<file path="config.mk">
export PLATFORM = sky130hd
export DESIGN_NAME = regfile_multiport
export DESIGN_NICKNAME = d
export VERILOG_FILES = /design/src/rtl/regfile_pkg.sv /design/src/rtl/regfile_read_port.sv /design/src/rtl/regfile_multiport.sv
export SDC_FILE = /design/constraint.sdc
export NUM_CORES = 1
export LEC_CHECK = 0
export CAP_MARGIN = 20
export CORE_ASPECT_RATIO = 1.4
export CORE_UTILIZATION = 45
export CTS_CLUSTER_DIAMETER = 50
export DETAILED_ROUTE_END_ITERATION = 10
export HOLD_SLACK_MARGIN = 0.15
export PLACE_DENSITY = 0.67
export SKIP_CTS_REPAIR_TIMING = 1
export SYNTH_ARGS = -nofsm -noshare
export SYNTH_HDL_FRONTEND = slang
export SYNTH_SLANG_ARGS = --single-unit
</file>
<file path="constraint.sdc">
create_clock -name clk -period 3.1 [get_ports clk]
set_input_delay 0.31 -clock clk [delete_from_list [all_inputs] [get_ports clk]]
set_output_delay 0.31 -clock clk [all_outputs]
set_load 0.005 [all_outputs]
</file>
<file path="src/rtl/regfile_pkg.sv">
// Shared types and constants for regfile_multiport.
// Defining REGFILE_BYPASS_EN selects write-first forwarding on read/write address collisions.
package regfile_pkg;

  localparam int XLEN_DEF   = 32;
  localparam int NREG_DEF   = 32;
  localparam int ADDR_W_DEF = $clog2(NREG_DEF);
  localparam int REG_ZERO   = 0;

  typedef logic [ADDR_W_DEF-1:0] reg_addr_t;
  typedef logic [XLEN_DEF-1:0]   xlen_t;

  typedef enum logic {RF_CLEAR, RF_RUN} rf_state_e;

`ifdef REGFILE_BYPASS_EN
  localparam bit BYPASS_EN = 1'b1;
`else
  localparam bit BYPASS_EN = 1'b0;
`endif

endpackage

</file>
<file path="src/rtl/regfile_read_port.sv">
// One synchronous read port: sampled zero flag, registered data with hold on stall,
// and the optional same-cycle write forwarding compare.
module regfile_read_port
  import regfile_pkg::*;
#(
  parameter int XLEN   = 32,
  parameter int ADDR_W = 5
) (
  input  logic              clk,
  input  logic              reset,
  input  logic              run,
  input  logic              enable,
  input  logic [ADDR_W-1:0] address,
  input  logic [XLEN-1:0]   array_word,
  input  logic              write_enable,
  input  logic [ADDR_W-1:0] write_address,
  input  logic [XLEN-1:0]   write_data,
  output logic [XLEN-1:0]   data
);

  logic [XLEN-1:0] data_reg;
  logic            zero_reg;
  logic            addr_is_zero;
  logic            fwd_hit;

  assign addr_is_zero = (address == ADDR_W'(REG_ZERO));
  assign fwd_hit      = BYPASS_EN && write_enable && (write_address == address) && !addr_is_zero;

  // Registers only advance on an enabled RUN cycle; otherwise they hold (stall).
  always_ff @(posedge clk or posedge reset) begin
    if (reset) begin
      data_reg <= '0;
      zero_reg <= 1'b1;
    end else if (run && enable) begin
      zero_reg <= addr_is_zero;
      data_reg <= fwd_hit ? write_data : array_word;
    end
  end

  assign data = (!run || zero_reg) ? '0 : data_reg;

endmodule

</file>
<file path="src/rtl/regfile_multiport.sv">
// Multi-read-port integer register file with post-reset clear sequencer.
// Optional macro REGFILE_BYPASS_EN: write-first forwarding on same-cycle read/write hits.
module regfile_multiport
  import regfile_pkg::*;
#(
  parameter  int XLEN   = 32,
  parameter  int NREG   = 32,
  parameter  int NREAD  = 2,
  localparam int ADDR_W = $clog2(NREG)
) (
  input  logic                    clk,
  input  logic                    reset,
  output logic                    ready,
  input  logic [NREAD-1:0]        read_enable,
  input  logic [NREAD*ADDR_W-1:0] read_address,
  output logic [NREAD*XLEN-1:0]   read_data,
  input  logic                    write_enable,
  input  logic [ADDR_W-1:0]       write_address,
  input  logic [XLEN-1:0]         write_data
);

  logic [XLEN-1:0] rf [NREG];

  rf_state_e         state_reg, state_next;
  logic [ADDR_W-1:0] clear_idx_reg, clear_idx_next;
  logic              run;

  logic              wr_en;
  logic [ADDR_W-1:0] wr_addr;
  logic [XLEN-1:0]   wr_data;
  logic              ext_write;

  assign run   = (state_reg == RF_RUN);
  assign ready = run;

  // x0 is never written by the clear loop; reads of x0 are masked by the zero flag.
  always_ff @(posedge clk or posedge reset) begin
    if (reset) begin
      state_reg     <= RF_CLEAR;
      clear_idx_reg <= ADDR_W'(1);
    end else begin
      state_reg     <= state_next;
      clear_idx_reg <= clear_idx_next;
    end
  end

  always_comb begin
    state_next     = state_reg;
    clear_idx_next = clear_idx_reg;
    if (state_reg == RF_CLEAR) begin
      clear_idx_next = clear_idx_reg + ADDR_W'(1);
      if (clear_idx_reg == ADDR_W'(NREG - 1)) begin
        state_next = RF_RUN;
      end
    end
  end

  assign ext_write = run && write_enable && (write_address != ADDR_W'(REG_ZERO));

  always_comb begin
    wr_en   = 1'b0;
    wr_addr = clear_idx_reg;
    wr_data = '0;
    if (!run) begin
      wr_en = 1'b1;
    end else if (ext_write) begin
      wr_en   = 1'b1;
      wr_addr = write_address;
      wr_data = write_data;
    end
  end

  always_ff @(posedge clk) begin
    if (wr_en) begin
      rf[wr_addr] <= wr_data;
    end
  end

  genvar gi;
  generate
    for (gi = 0; gi < NREAD; gi++) begin : g_port
      logic [ADDR_W-1:0] port_addr;
      logic [XLEN-1:0]   port_word;

      assign port_addr = read_address[gi*ADDR_W +: ADDR_W];
      assign port_word = rf[port_addr];

      regfile_read_port #(
        .XLEN   (XLEN),
        .ADDR_W (ADDR_W)
      ) u_port (
        .clk           (clk),
        .reset         (reset),
        .run           (run),
        .enable        (read_enable[gi]),
        .address       (port_addr),
        .array_word    (port_word),
        .write_enable  (ext_write),
        .write_address (write_address),
        .write_data    (write_data),
        .data          (read_data[gi*XLEN +: XLEN])
      );
    end
  endgenerate

endmodule

</file>
# Word-level counts from Yosys, hierarchy flattened
# Memory sizes are Yosys's and may differ from the RTL's. A register that Yosys moved wholly into a read port is not among the register bits.
# Cells that the tools add are included.
# Widths: inputs -> output; s select.
# word_totals
mem_count,1
in_bits,52
romBits,0
ram_bits,1024
regBits,8
latch_bits,0
# memory_table
memory,depth,word_bits,rd,rd_ports_with_merged_regs,write_ports,line_no,rtl
rf,32,32,2,2,1,regfile_multiport.sv:22,logic [XLEN-1:0] rf [NREG];
# op_classes
order_cmp,0
add_sub_neg,1
shifts,0
n_mux,12
bitwise_logic,0
div,0
eq_ne,1
reduce_logical,10
mul,0
# ops
op,n
$mux 32,4
$logic_not 5->1,2
$mux 5,2
$mux 1,6
$add 5x1->5 const B,1
$eq 5x5->1 const B,1
$reduce_bool 5->1,1
$logic_and 1x1->1,4
$logic_or 1x1->1,2
$logic_not 1->1,1

# Logic depth before layout (Yosys ltp)
# Gate-level depths: netlist of run 1.
# logic_depth
ltp_word,6
depth_mapped,9
mapped_depth_nobuf,5

# Cells and area by module
# Synthesis of run 1 repeated with hierarchy kept, for this count alone.
# unflattened
cells_unflattened,3692
hier_area_um2,52571.7
# modules_own_cells
module,n_inst,seq_area_each_um2,cells_per_inst,area_per_inst_um2
regfile_multiport,1,30900.9,3474,49406.1
regfile_read_port,2,827.0,109,1582.8

# Worst setup path after synthesis of run 1
# Ideal clock, no wire load.
# synth_timing
path_type,reg2reg
start,"register state_reg, in the netlist ready"
end,memory rf[27][0] (enable)
t_required_ns,2.679
setup_slack_ns,-0.024
setup_ns,0.421
stages_incl_launch_ff,7
path_buffers,2
synth_period_minus_slack_ns,3.124
t_arrival_ns,2.703
cell_sequence,dfrtp_1 -> and2_1 -> clkbuf_1 -> a21oi_1 -> or2_2 -> clkbuf_1 -> nor2_1
# synth_via
elab_chain_cells,6
# synth_rtl
element,line_no,rtl
from (decl),regfile_multiport.sv:24,"rf_state_e state_reg, state_next;"
from (signal assigned),regfile_multiport.sv:42,state_reg <= state_next;
$logic_and 1x1->1 (2 in a row),regfile_multiport.sv:58,assign ext_write = run && write_enable && (write_address != ADDR_W'(REG_ZERO));
$mux 1,regfile_multiport.sv:66,end else if (ext_write) begin
$mux 1,regfile_multiport.sv:64,if (!run) begin
$mux 1,regfile_multiport.sv:74,if (wr_en) begin
$mux 1 (not written as such),regfile_multiport.sv:75,rf[wr_addr] <= wr_data;
to (decl),regfile_multiport.sv:22,
# Parallel ways exist; a longest one is shown, timed or not.

# Worst setup path in the final report of run 1
# layout_timing
start,"register state_reg, in the netlist ready"
end,output read_data[44]
# layout_via
elab_chain_cells,3
# layout_rtl
element,line_no,rtl
$logic_not 1->1,regfile_read_port.sv:40,assign data = (!run || zero_reg) ? '0 : data_reg;
$logic_or 1x1->1,regfile_read_port.sv:40,
$mux 32,regfile_read_port.sv:40,
to (decl),regfile_multiport.sv:16,"output logic [NREAD*XLEN-1:0] read_data,"
# No other way between the ends.

==> results of run 1 <==
-- final cells by class --
| cell class | count | area, um2 | area share, % |
|---|---|---|---|
| multi-input combinational | 1550 | 17400 | 29.3 |
| antenna | 3 | 7.51 | 0.0127 |
| tap | 1470 | 1840 | 3.10 |
| timing repair buffer | 339 | 3990 | 6.74 |
| inverter | 7 | 28.8 | 0.0486 |
| clock inverter | 60 | 661 | 1.12 |
| sequential | 1096 | 32600 | 55.0 |
| clock buffer | 129 | 2780 | 4.69 |
-- layout by cell type, fill, tap and decap left out, types with 4 or more instances in the layout --
| master | instances |
|---|---|
| edfxtp_1 | 1024 |
| bufinv_16 | 12 |
| nor2_4 | 34 |
| a21oi_1 | 66 |
| mux2i_1 | 65 |
| clkbuf_8 | 6 |
| nor3_1 | 71 |
| a22o_1 | 32 |
| and2_1 | 97 |
| nor2_1 | 36 |
| inv_1 | 6 |
| or4_1 | 32 |
| clkbuf_16 | 105 |
| clkbuf_1 | 18 |
| mux4_2 | 347 |
| mux4_1 | 37 |
| buf_8 | 4 |
| buf_12 | 89 |
| nand2_1 | 40 |
| clkdlybuf4s50_1 | 110 |
| o21ai_1 | 32 |
| a22oi_1 | 35 |
| clkinv_2 | 20 |
| o21ai_0 | 100 |
| clkinv_1 | 11 |
| o22ai_1 | 224 |
| inv_6 | 5 |
| mux2_2 | 226 |
| dfrtp_1 | 69 |
| buf_4 | 132 |
| clkinvlp_4 | 6 |
| nor2b_1 | 34 |
| nand2_2 | 4 |
-- critical path: cells and delay by family, from the launching register on --
kind	cells	cell delay, ps
buffers and inverters	4	1070
flip-flops	1	420
AND/OR/NAND/NOR	2	400
-- cells by family (layout without fill, tap and decap cells) --
| family | count (synthesis) | in the layout | synth area share, % |
|---|---|---|---|
| mux | 675 | 675 | 23.5 |
| flops | 1096 | 1096 | 64.0 |
| compound gates | 499 | 499 | 5.93 |
| fa+ha+maj | 2 | 2 | 0.0492 |
| other cells | 0 | 3 | 0 |
| simple gates | 371 | 371 | 3.91 |
| buf+inv | 235 | 535 | 2.53 |
| xor+xnor | 3 | 3 | 0.0516 |
-- path summary, 6_finish.rpt --
check | from | end | depth (start not counted)
worst min register to register | g_port[1].u_port.data_reg[31] | g_port[1].u_port.data_reg[31] | 2
max in group asynchronous | reset | clear_idx_reg[0] | 4
min in group asynchronous | reset | g_port[0].u_port.data_reg[2] | 3
worst max register to register | ready | rf[25][15] | 7
worst min-delay path | read_address[3] | g_port[0].u_port.data_reg[27] | 3
worst max-delay path | ready | read_data[44] | 6
-- power groups by stage --
stage               Clock, uW  Combinational, uW  Sequential, uW
detailed placement          0               2990           16800
CTS                     13100               3000           16400
global route            13600               3170           16500
global placement            0               2940           16800
finish                  13000               3030           16400
floorplan                   0               1680           16700
-- metrics by stage --
step                      cell area, um2  setup TNS (ps)  util (%)
final                              59200               0      53.0
after global routing               59200               0      53.0
after CTS                          59200           -5570      52.9
after detailed placement           55700               0      49.9
after global placement             55700               0      49.9
after floorplan                    50900           -6140         -
-- layer usage --
layer	track usage [%]	wire (um)
met1	36.1	58300
met2	47.4	80000
met3	5.69	16700
met4	13.2	7480
met5	0	94
==> out/metrics.yaml, run 1 <==
status: "completed"
crit_type: "reg -> out"
finClkSkew_ps: 23.2
die_h_um: 400
htree_levels: 3
rsz0062_at_grt: "no"
ys_seq_area_share_pct: 64.0
place_inst: 4457
critPathCaptureType: "output pin"
cts_num_sinks: 1096
num_rows: 145
ir_drop_uv: 369
yosysWarnings: 0
cp_slowest_cell: "clkdlybuf4s50_1"
netlist_area_um2: 50900
nets: 3149
grt_pass1_vias: 33000
track_usage_pct: 28.5
ys_seq_elements: 1096
avgSynthCellArea_um2: 17.7
synth-edff-count: 1024
grt_overflow: 0
maxSlewViolCount: 0
cts_root_buffer: "clkbuf_16"
clk_pin_slew_ps: 60
instances_no_fill: 4654
powerDensity_nw_per_um2: 548
dieWidth_um: 286
vias: 31800
pwr-share-comb_pct: 9.3
layout-drive-gt1-share_pct: 32.0
antenna_found_initial: 14
yosys-top-cells-area: "edfxtp_1, mux4_2, mux2_2"
start_util_pct: 45.5
drcViolationCount: 0
synth_top_area_share_pct: 60.4
cts_buffer_depth: 3
synthFlopType: "edfxtp_1"
area_delta_synth_final_pct: 16.4
power_leakage_uw: 0.0209
cp.arrival_ps: 2650
clkLatencyLatePin_ps: 720
p_total_uw: 32500
dr.pass1.iters: 8
ys_top_cells_by_count: "edfxtp_1, mux4_2, mux2_2, o22ai_1, clkbuf_1"
synthDistinctLibCells: 46
post-place-ws_ps: 179
grt_first_pass_wirelength_mm: 233
drt_iter0_drc: 4393
die_area_um2: 114000
antenna_left: 0
slowest_delay_ps: 510
worst_pin_slew_ps: 1200
hold_ws_ps: 214
slew_headroom_pct: 19.7
netlist_instances: 2881
max_cap_viol_count: 0
hpwl_mm: 103
synth.most_common_cell: "edfxtp_1"
finalWorstSetupSlack_ps: 137
clockPowerShare_pct: 40.0
fmax_mhz: 337
cp_max_fo: 15
min_path_type: "in -> reg"
coreArea_um2: 112000
top_level_ports: 117
power_frac_seq_pct: 50.7
rrSetupSlack_ps: 560
largest_reg_flops: 1024
io_buffers: 116
setup_violations: 0
drt_wl_total_mm: 163
crit_chain: "buf_6 > nor2b_4 > buf_4 > buf_12 > and2_1 > clkdlybuf4s50_1"
netSwitchingPower_uw: 7460
async_reset_ff_share_pct: 6.57
p_int_uw: 25000
yosys.area.top_type: "edfxtp_1"
period_needed_ps: 2960
cts_tree: "built"
cts_buffers: 101
vias_per_cell: 6.83
fillers: 8770
power_switching_share_pct: 23.0
wl_per_cell_um: 34.9
hold_violations: 0
syn-num-nets: 2935
grt_max_degree: 67
finalCritPeriodShare_pct: 95.6
startpoint_type: "flip-flop"
gp_congestion: 0.897
worstPathRequired_ps: 2790
No activity file was read; power rests on OpenSTA's default activity.
==> inputs of run 2 (changes only) <==
==> constraint.sdc (replaced) <==
create_clock -name clk -period 3.1 [get_ports clk]
set_input_delay 0.31 -clock clk [delete_from_list [all_inputs] [get_ports clk]]
set_output_delay 0.31 -clock clk [all_outputs]
set_load 0.01 [all_outputs]
==> run 2 against run 1 <==
Global-route usage is 0.070 points higher. Worst hold slack better by 29 ps. Utilization grew 0.23 points. Via count is 0.12% lower. Final cell count grew 0.21%. Sequential power hardly changed. Flip-flop and latch count did not move. First-iteration DRC count rose by 2.4%. Critical endpoint is now read_data[17]. Critical path type unchanged. Routed wire length is 0.35% higher. Clock skew about the same. Non-clock buffer count rose by 3. Fmax rose by 0.43%.
==> out/metrics.yaml, run 2 (synthesis gave the netlist of run 1 again) <==
io_buffers: 116
area_delta_synth_final_pct: 16.9
track_usage_pct: 28.6
instances_no_fill: 4664
power_leakage_uw: 0.0211
netSwitchingPower_uw: 7720
top_layer: "met5"
htree_levels: 3
powerDensity_nw_per_um2: 554
rsz0062_at_grt: "no"
worst_pin_slew_ps: 1130
power_switching_share_pct: 23.4
cp_max_fo: 15
grt_first_pass_wirelength_mm: 233
hpwl_mm: 103
wl_met2_mm: 79.8
clkLatencyLatePin_ps: 720
top_level_ports: 117
period_needed_ps: 2950
dieWidth_um: 286
grt_overflow: 0
critPathCaptureType: "output pin"
clockPowerShare_pct: 40.7
cts_num_sinks: 1096
num_rows: 145
vias: 31800
status: "completed"
start_util_pct: 45.5
setup_tns_ps: 0
drt_wl_total_mm: 163
vias_per_cell: 6.81
grt_pass1_vias: 32900
dr.pass1.iters: 5
die_area_um2: 114000
gp_congestion: 0.903
max_cap_viol_count: 0
pwr-share-comb_pct: 9.4
die_h_um: 400
finalWorstSetupSlack_ps: 149
finClkSkew_ps: 22.9
coreArea_um2: 112000
wl_met1_mm: 58.3
clk_pin_slew_ps: 60
layout_commonest_cell: "edfxtp_1"
drt_iter0_drc: 4499
hold_violations: 0
slew_headroom_pct: 24.5
power_frac_seq_pct: 49.9
ir_drop_uv: 398
p_int_uw: 25300
antenna_left: 0
hold_ws_ps: 243
cp.arrival_ps: 2640
fmax_mhz: 339
grt_max_degree: 67
nets: 3155
cts_buffers: 104
met3WireLength_mm: 16.3
worstPathRequired_ps: 2790
layout-drive-gt1-share_pct: 32.3
antenna_found_initial: 10
drcViolationCount: 0
cts_root_buffer: "clkbuf_16"
crit_type: "reg -> out"
min_path_type: "in -> reg"
layout_common_cells: "edfxtp_1, mux4_2, mux2_2"
setup_violations: 0
largest_reg_flops: 1024
cts_tree: "built"
finalCritPeriodShare_pct: 95.2
place_inst: 4458
post-place-ws_ps: 183
rrSetupSlack_ps: 480
startpoint_type: "flip-flop"
cts_buffer_depth: 3
wl_per_cell_um: 35.0
maxSlewViolCount: 0
==> run 2: final cells by class <==
type,instances,area [um2]
Fill cell,8767,52300
Clock buffer,139,2920
Sequential cell,1096,32600
Antenna cell,2,5.00
Inverter,7,28.8
Tap cell,1470,1840
Multi-Input combinational cell,1550,17400
Timing Repair Buffer,342,4080
Clock inverter,58,701
==> run 2: worst max-delay path, stage by stage, from the launching register on <==
cell and delay, ps:
dfrtp_2 480, buf_4 190, nor2b_4 160, buf_4 290, and2_1 200, clkdlybuf4s50_1 570
==> run 2: layer usage <==
metal / vias up / GRT usage (%)
met5: - / 0
met2: 2248 / 47.0
met1: 16500 / 36.0
met3: 468 / 5.70
met4: 10 / 15.2
li1: 12500 / -
==> run 2: power groups by stage <==
stage / combinational [uW] / sequential (uW) / clock (uW)
after floorplan: 1730 / 16700 / 0
after global placement: 2990 / 16800 / 0
after detailed placement: 3040 / 16800 / 0
after CTS: 3060 / 16400 / 13600
after global routing: 3240 / 16500 / 14100
final: 3090 / 16400 / 13400
==> run 2: metrics by stage <==
stage	cell area, um2	utilization (%)	total power, uW
2_1_floorplan	50900	-	18400
3_3_place_gp	55700	49.9	19800
3_5_place_dp	55700	49.9	19800
4_1_cts	59300	53.1	33100
5_1_grt	59500	53.2	33800
6_report	59500	53.2	33000
==> run 2: worst paths after layout <==
path,depth (start not counted),end,startpoint
min in group asynchronous,3,g_port[0].u_port.data_reg[2],reset
worst max register to register,7,rf[27][17],ready
worst min register to register,2,g_port[1].u_port.data_reg[0],g_port[1].u_port.data_reg[0]
max in group asynchronous,4,clear_idx_reg[0],reset
worst min-delay path,4,g_port[0].u_port.data_reg[19],read_address[3]
worst max-delay path,5,read_data[17],ready
